### src/rtl/sram_arbiter.sv
// Round-robin arbiter sharing one SRAM interface between fetch, load/store and video ports.
// Holds the winner's transaction until the interface is ready or a watchdog aborts it.
module sram_arbiter #(
    parameter int unsigned TIMEOUT = 64
) (
    input  logic        i_clock,
    input  logic        i_reset_n,

    input  logic        i_p0_request,
    input  logic        i_p0_rw,
    input  logic [31:0] i_p0_address,
    input  logic [31:0] i_p0_wdata,
    output logic [31:0] o_p0_rdata,
    output logic        o_p0_ready,
    output logic        o_p0_timeout,

    input  logic        i_p1_request,
    input  logic        i_p1_rw,
    input  logic [31:0] i_p1_address,
    input  logic [31:0] i_p1_wdata,
    output logic [31:0] o_p1_rdata,
    output logic        o_p1_ready,
    output logic        o_p1_timeout,

    input  logic        i_p2_request,
    input  logic        i_p2_rw,
    input  logic [31:0] i_p2_address,
    input  logic [31:0] i_p2_wdata,
    output logic [31:0] o_p2_rdata,
    output logic        o_p2_ready,
    output logic        o_p2_timeout,

    output logic        o_request,
    output logic        o_rw,
    output logic [31:0] o_address,
    output logic [31:0] o_wdata,
    input  logic [31:0] i_rdata,
    input  logic        i_ready
);

    localparam int unsigned WdW = (TIMEOUT > 2) ? $clog2(TIMEOUT) : 1;
    localparam logic [WdW-1:0] WdMax = WdW'(TIMEOUT - 1);

    typedef enum logic [1:0] {
        StIdle,
        StGrant,
        StRelease
    } state_e;

    state_e          r_state;
    state_e          w_state_d;
    logic [1:0]      r_last;
    logic [1:0]      w_last_d;
    logic [1:0]      r_win;
    logic [1:0]      w_win_d;
    logic [WdW-1:0]  r_wd;
    logic [WdW-1:0]  w_wd_d;
    logic            r_request;
    logic            w_request_d;
    logic            r_rw;
    logic            w_rw_d;
    logic [31:0]     r_address;
    logic [31:0]     w_address_d;
    logic [31:0]     r_wdata;
    logic [31:0]     w_wdata_d;
    logic [31:0]     r_rdata [3];
    logic [31:0]     w_rdata_d [3];
    logic [2:0]      r_ready;
    logic [2:0]      w_ready_d;
    logic [2:0]      r_timeout;
    logic [2:0]      w_timeout_d;

    logic [2:0]      w_req;
    logic [1:0]      w_pick;
    logic            w_sel_rw;
    logic [31:0]     w_sel_address;
    logic [31:0]     w_sel_wdata;
    logic [2:0]      w_win_oh;

    assign w_req    = {i_p2_request, i_p1_request, i_p0_request};
    assign w_win_oh = 3'b001 << r_win;

    // First requester after the last winner, wrapping 2 -> 0.
    always_comb begin
        w_pick = 2'd0;
        case (r_last)
            2'd0: begin
                if (w_req[1])      w_pick = 2'd1;
                else if (w_req[2]) w_pick = 2'd2;
                else               w_pick = 2'd0;
            end
            2'd1: begin
                if (w_req[2])      w_pick = 2'd2;
                else if (w_req[0]) w_pick = 2'd0;
                else               w_pick = 2'd1;
            end
            default: begin
                if (w_req[0])      w_pick = 2'd0;
                else if (w_req[1]) w_pick = 2'd1;
                else               w_pick = 2'd2;
            end
        endcase
    end

    always_comb begin
        w_sel_rw      = i_p0_rw;
        w_sel_address = i_p0_address;
        w_sel_wdata   = i_p0_wdata;
        case (w_pick)
            2'd1: begin
                w_sel_rw      = i_p1_rw;
                w_sel_address = i_p1_address;
                w_sel_wdata   = i_p1_wdata;
            end
            2'd2: begin
                w_sel_rw      = i_p2_rw;
                w_sel_address = i_p2_address;
                w_sel_wdata   = i_p2_wdata;
            end
            default: ;
        endcase
    end

    always_comb begin
        w_state_d   = r_state;
        w_last_d    = r_last;
        w_win_d     = r_win;
        w_wd_d      = r_wd;
        w_request_d = r_request;
        w_rw_d      = r_rw;
        w_address_d = r_address;
        w_wdata_d   = r_wdata;
        w_rdata_d   = r_rdata;
        w_ready_d   = 3'b000;
        w_timeout_d = 3'b000;

        case (r_state)
            StIdle: begin
                w_wd_d = '0;
                if (|w_req) begin
                    w_win_d     = w_pick;
                    w_last_d    = w_pick;
                    w_rw_d      = w_sel_rw;
                    w_address_d = w_sel_address;
                    w_wdata_d   = w_sel_wdata;
                    w_request_d = 1'b1;
                    w_state_d   = StGrant;
                end
            end
            StGrant: begin
                if (i_ready) begin
                    for (int i = 0; i < 3; i++) begin
                        if (w_win_oh[i] && !r_rw) begin
                            w_rdata_d[i] = i_rdata;
                        end
                    end
                    w_ready_d   = w_win_oh;
                    w_request_d = 1'b0;
                    w_wd_d      = '0;
                    w_state_d   = StRelease;
                end else if (r_wd == WdMax) begin
                    // Abort: complete the requester with a flagged pulse, rdata untouched.
                    w_ready_d   = w_win_oh;
                    w_timeout_d = w_win_oh;
                    w_request_d = 1'b0;
                    w_wd_d      = '0;
                    w_state_d   = StRelease;
                end else begin
                    w_wd_d = r_wd + 1'b1;
                end
            end
            StRelease: begin
                w_wd_d    = '0;
                w_state_d = StIdle;
            end
            default: begin
                w_request_d = 1'b0;
                w_state_d   = StIdle;
            end
        endcase
    end

    always_ff @(posedge i_clock or negedge i_reset_n) begin
        if (!i_reset_n) begin
            r_state   <= StIdle;
            r_last    <= 2'd2;
            r_win     <= 2'd0;
            r_wd      <= '0;
            r_request <= 1'b0;
            r_rw      <= 1'b0;
            r_address <= '0;
            r_wdata   <= '0;
            r_ready   <= 3'b000;
            r_timeout <= 3'b000;
            for (int i = 0; i < 3; i++) begin
                r_rdata[i] <= '0;
            end
        end else begin
            r_state   <= w_state_d;
            r_last    <= w_last_d;
            r_win     <= w_win_d;
            r_wd      <= w_wd_d;
            r_request <= w_request_d;
            r_rw      <= w_rw_d;
            r_address <= w_address_d;
            r_wdata   <= w_wdata_d;
            r_ready   <= w_ready_d;
            r_timeout <= w_timeout_d;
            for (int i = 0; i < 3; i++) begin
                r_rdata[i] <= w_rdata_d[i];
            end
        end
    end

    assign o_request    = r_request;
    assign o_rw         = r_rw;
    assign o_address    = r_address;
    assign o_wdata      = r_wdata;

    assign o_p0_rdata   = r_rdata[0];
    assign o_p1_rdata   = r_rdata[1];
    assign o_p2_rdata   = r_rdata[2];
    assign o_p0_ready   = r_ready[0];
    assign o_p1_ready   = r_ready[1];
    assign o_p2_ready   = r_ready[2];
    assign o_p0_timeout = r_timeout[0];
    assign o_p1_timeout = r_timeout[1];
    assign o_p2_timeout = r_timeout[2];

endmodule
### config.mk
export PLATFORM = sky130hd
export DESIGN_NAME = sram_arbiter
export DESIGN_NICKNAME = d
export VERILOG_FILES = /design/src/rtl/sram_arbiter.sv
export SDC_FILE = /design/constraint.sdc
export NUM_CORES = 1
export LEC_CHECK = 0
export ABC_AREA = 0
export BUFFER_PORTS_ARGS = -buffer_cell sky130_fd_sc_hd__buf_2
export CELL_PAD_IN_SITES_DETAIL_PLACEMENT = 0
export CELL_PAD_IN_SITES_GLOBAL_PLACEMENT = 1
export CORE_AREA = 2 2 155 157
export DETAILED_ROUTE_END_ITERATION = 10
export DIE_AREA = 0 0 157 159
export GPL_TIMING_DRIVEN = 0
export MAX_ROUTING_LAYER = met4
export PLACE_DENSITY_LB_ADDON = 0.1
export SLEW_MARGIN = 20
export SYNTH_ARGS = -nofsm -noshare
export SYNTH_HDL_FRONTEND = slang
export SYNTH_SLANG_ARGS = --single-unit
export TNS_END_PERCENT = 10
### constraint.sdc
create_clock -name i_clock -period 7.1 [get_ports i_clock]
set_clock_uncertainty 0.15 [all_clocks]
set_input_delay 0 -clock i_clock [delete_from_list [all_inputs] [get_ports i_clock]]
set_output_delay 0 -clock i_clock [all_outputs]
set_load 0.005 [all_outputs]
After elaboration in Yosys (flattened, before gate mapping). Cells that the tools add are included.

Add/subtract/negate cells: 1. Multipliers: 0. Divide/modulo/power cells: 0. $lt $le $gt $ge: 0. Eq/ne operators: 8. Shift operators: 1. Muxes and demuxes: 26. Bitwise operators: 1. Reduce and logical (&&, ||, !) cells: 15.

Operators with widths (number): $pmux 32 s2 (2); $mux 2 (8); $mux 3 (5); $mux 6 (2); $pmux 6 s2 (1); $reduce_and 3->1 (4); $pmux 2 s2 (2); $add 6x1->6 const B (1); $eq 2x1->1 const B (3); $eq 6x6->1 const B (1); $eq 2x2->1 const B (2); $logic_not 2->1 (2); $mux 1 (4); $reduce_and 2->1 (2); $logic_and 1x1->1 (3); $ne 3x3->1 const B (1); $pmux 1 s3 (1); $reduce_or 3->1 (1); $shl 1x2->3 const A (1); $ne 2x2->1 const B (1); $pmux 1 s2 (1); $reduce_bool 2->1 (1); $reduce_or 2->1 (1); $logic_not 1->1 (1); $not 1->1 (1).

Register bits: 180. Latch bits: 0. RAM bits: 0. Memory bits (read-only): 0. Bits of input ports: 233. Output and inout port bits: 168. Word-level logic and storage cells: 65. Memories kept: 0.

Logic depth before layout (Yosys ltp).
Word-level depth: 5. Gate-level depth with buffers: 10. Depth with buffers taken out: 7.

Worst setup path before layout. No wires, ideal clock.

Kind: flip-flop to flip-flop. Start point: register r_last[0]. End point: register r_wdata[20], in the netlist o_wdata[20]. Setup time: 125 ps. Data arrival time: 2221 ps. Data required time: 6825 ps. Path slack: 4604 ps. Stages on the path, launching flop included: 10. Path buffers: 3. Clock period less this slack: 2496 ps. Cell sequence: dfrtp_1 -> clkbuf_1 -> nor2b_1 -> a211oi_1 -> or2_2 -> ha_1 -> clkbuf_1 -> clkbuf_1 -> o21ai_0 -> mux2_2.

Cells in the longest elaborated chain, start to end: 4. Elaborated cells on any way between the ends: 6. Classes of those cells: 3 x eq/ne; 2 x mux; 1 x reduce/logical.

RTL lines: from (decl) (line 52) `logic [1:0] r_last;`; from (signal assigned) (line 200) `r_last <= w_last_d;`; $eq 2x1->1 or $logic_not 2->1 (tied branches) (line 86) `case (r_last)`; $pmux 2 s2 * (line 86); $eq 2x2->1 or $eq 2x1->1 (tied branches) (line 109) `case (w_pick)`; $pmux 32 s2 * (line 109); to (signal assigned) (line 206) `r_wdata <= w_wdata_d;`; to (decl) (line 64) `logic [31:0] r_wdata;`.

Every way passes the cells marked *; elsewhere a longest branch is shown, timed or not. A chain may end at the register's enable or synchronous reset.

Worst setup path after layout.
Start point: register r_last[0]. End point: register r_wdata[22], in the netlist o_wdata[22].

Same word-level chain as after synthesis.

==> run summary <==
Worst skew pair latency = 0.42 ns
Setup crit start = r_last[0]
Vert. Die Dim = 159 um
Post-synthesis register bit count = 179
Chip width = 157 um
Buf/Inv on CP = 4
Maximum capacitance violations = 0
Relative slew slack = 53.1%
Number of flops mapped to enable cells by yosys = 0
Place WS = 3.88 ns
Iter 0 DRT Violations = 317
VDD IR max = 0.162 mV
Htree depth = 4
Crit path capture type = flip-flop
First-pass GRT wire length = 42.2 mm
Worst path cell trace = clkbuf_1, nor2b_1, a211oi_1, or2_2, ha_1, clkbuf_1, clkbuf_1, o21ai_0, dlygate4sd3_1, mux2_2
Routed Wire Length = 27.3 mm
Most numerous cell in the Yosys netlist = dfrtp_1
Worst path required time = 7.26 ns
PD cells = 422 nW/um^2
Status = completed
GR Util All Layers = 22.5%
Yosys top cell area share = 55.9%
HP Class = primary input to async pin
Fin crit share = 52.4%
Syn nets = 885
Routed vias = 7448
Mean Syn Cell Area = 12.3 um^2
Largest net degree at the start of global routing = 96
Initial Utilization = 34.4%
CP max-delay cell = dlygate4sd3_1
Number of I/O pins = 401
CP arrival = 3.88 ns
Crit start category = flip-flop
Largest stage delay, worst path = 0.59 ns
Top cells by count, synth = 178 x dfrtp_1, 161 x mux2_2, 71 x o21ai_0
Initial antenna violation count = 6
Post-CTS setup buffers = 0
Reg2reg start = r_last[0]
Vias per inst = 4.73
Area leader, netlist = dfrtp_1
Sequential share of the synthesized area = 56.2%
TritonCTS clock tree = done
Largest fanout on the critical path = 10
Mapped Area = 7980 um^2
WL/cell = 17.3 um
CTS root buf = clkbuf_16
# rows = 56
CTS sink cnt = 179
Final Power = 5360 uW
CTS max path bufs = 2
Slew of the pin with the lowest slew margin = 0.704 ns
RSZ-0062 raised after global routing = false
Area Growth Syn to Fin = 59.3%
Crit path kind = flip-flop to flip-flop
Synth Instances = 649
Nets = 1474
RePlAce Congestion = 0.808
HPWL after DPL = 20.5 mm
Period minus WS final = 3.72 ns
Ys async rst share = 100%
Family with the most delay on the worst path = buffers and inverters
Antenna-violating nets left = 0
Clock-pin slew on the worst setup and hold paths = 0.08 ns
PortBufs = 400
Lkg Pwr = 0.00629 uW
Core box area = 23200 um^2
Die ar. = 25000 um^2
Gr ovfl total = 0
Primary FF master, synth = dfrtp_1
1st-pass router iterations = 4
Final Hold Fails = 0
Final-report max-slew violation count = 0
Top cell by count, worst path = clkbuf_1
Vias in the first global route = 7743
Synthesis warning total = 0
Final setup fails = 0
Area contributors post-synth = dfrtp_1 56%, mux2_2 23%, a22oi_1 6.2%
Post-synth cell types = 41
Cts bufs inserted = 17
Final Worst Setup Slack = 3.38 ns
Share of cells above drive strength 1 = 49.1%
DRC errors left = 0
Peak Freq = 269 MHz
Total Neg Setup Slack = 0 ns
per-layer routing:
metal	track usage [%]	wire [um]	vias to the layer above
li1	-	-	3540
met1	25.9	10900	3556
met2	37.1	13400	298
met3	5.42	1790	54
met4	10.1	1210	0
met5	-	0	-
cells by family (layout without fill, tap and decap cells):
logic type               Yosys count  count (layout)  synth area share (%)
AO/OA/AOI/OAI                    146             146                  11.5
XOR/XNOR                           2               2                 0.220
adder cells (fa/ha/maj)            3               3                 0.471
buffers and inverters             55             657                  2.86
flip-flops                       179             179                  56.2
multiplexers                     163             163                  23.0
other                              0               6                     0
AND/OR/NAND/NOR                  101             101                  5.77
final cells by class:
| cell class | count | area (um^2) |
|---|---|---|
| clock buffer | 18 | 429 |
| buffer | 49 | 205 |
| antenna | 6 | 15.0 |
| multi-input combinational | 415 | 3270 |
| timing repair buffer | 570 | 3730 |
| fill | 2180 | 10500 |
| clock inverter | 14 | 156 |
| tap | 319 | 399 |
| sequential | 179 | 4480 |
| inverter | 6 | 22.5 |
power breakdown:
part / internal (uW) / switching [uW]
clock: 477 / 469
sequential: 1490 / 220
combinational: 1460 / 1240
total: 3430 / 1930
path summary, 6_finish.rpt:
kind / cells after the start / endpoint / slack, ns
setup / recovery: 10 / o_wdata[22] / 3.38
hold / removal: 2 / o_p1_rdata[18] / 0.002
setup reg to reg: 10 / o_wdata[22] / 3.38
hold reg to reg: 1 / o_p1_rdata[22] / 0.35
max in group asynchronous: 3 / o_p1_rdata[24] / 5.85
min in group i_clock: 3 / o_p1_rdata[12] / 0.22
metrics by stage:
step	utilization (%)	std cells	instance area, um^2	hold slack [ns]
final	54.8	1576	12700	0.00201
after global routing	54.8	1576	12700	0.0341
after CTS	54.7	1570	12700	0.0272
after detailed placement	44.9	1369	10400	-0.0994
after global placement	44.7	1368	10400	0.114
after floorplan	-	649	7980	-0.446
timing repair:
| item | 4_1_cts | 5_1_grt |
|---|---|---|
| hold endpoints to repair | 260 | 0 |
| gates resized for setup | 0 | 0 |
| endpoints found under the setup margin | 0 | 0 |
| hold buffers | 169 | 0 |
layout by cell type (no fill, tap or decap), types with 3 or more instances in the layout:
| master | count |
|---|---|
| buf_1 | 5 |
| inv_8 | 5 |
| clkinv_4 | 3 |
| ha_1 | 3 |
| inv_1 | 6 |
| o21ai_0 | 71 |
| clkbuf_16 | 17 |
| diode_2 | 6 |
| clkbuf_1 | 28 |
| nand2_1 | 70 |
| mux2_2 | 161 |
| nand3_1 | 8 |
| dfrtp_1 | 178 |
| dlygate4sd3_1 | 169 |
| nor2_1 | 3 |
| a22oi_1 | 66 |
| buf_2 | 415 |
state kept, by name, indices dropped and copies added, names as in the netlist:
| signal | count |
|---|---|
| o_address | 32 |
| o_p0_rdata | 32 |
| o_p1_rdata | 32 |
| o_p2_rdata | 32 |
| o_request | 1 |
| o_rw | 1 |
| o_wdata | 32 |
| r_last | 2 |
| r_ready | 3 |
| r_state | 2 |
| r_timeout | 3 |
| r_wd | 6 |
| r_win | 1 |
Note: power is estimated with default switching activity, not from simulation.
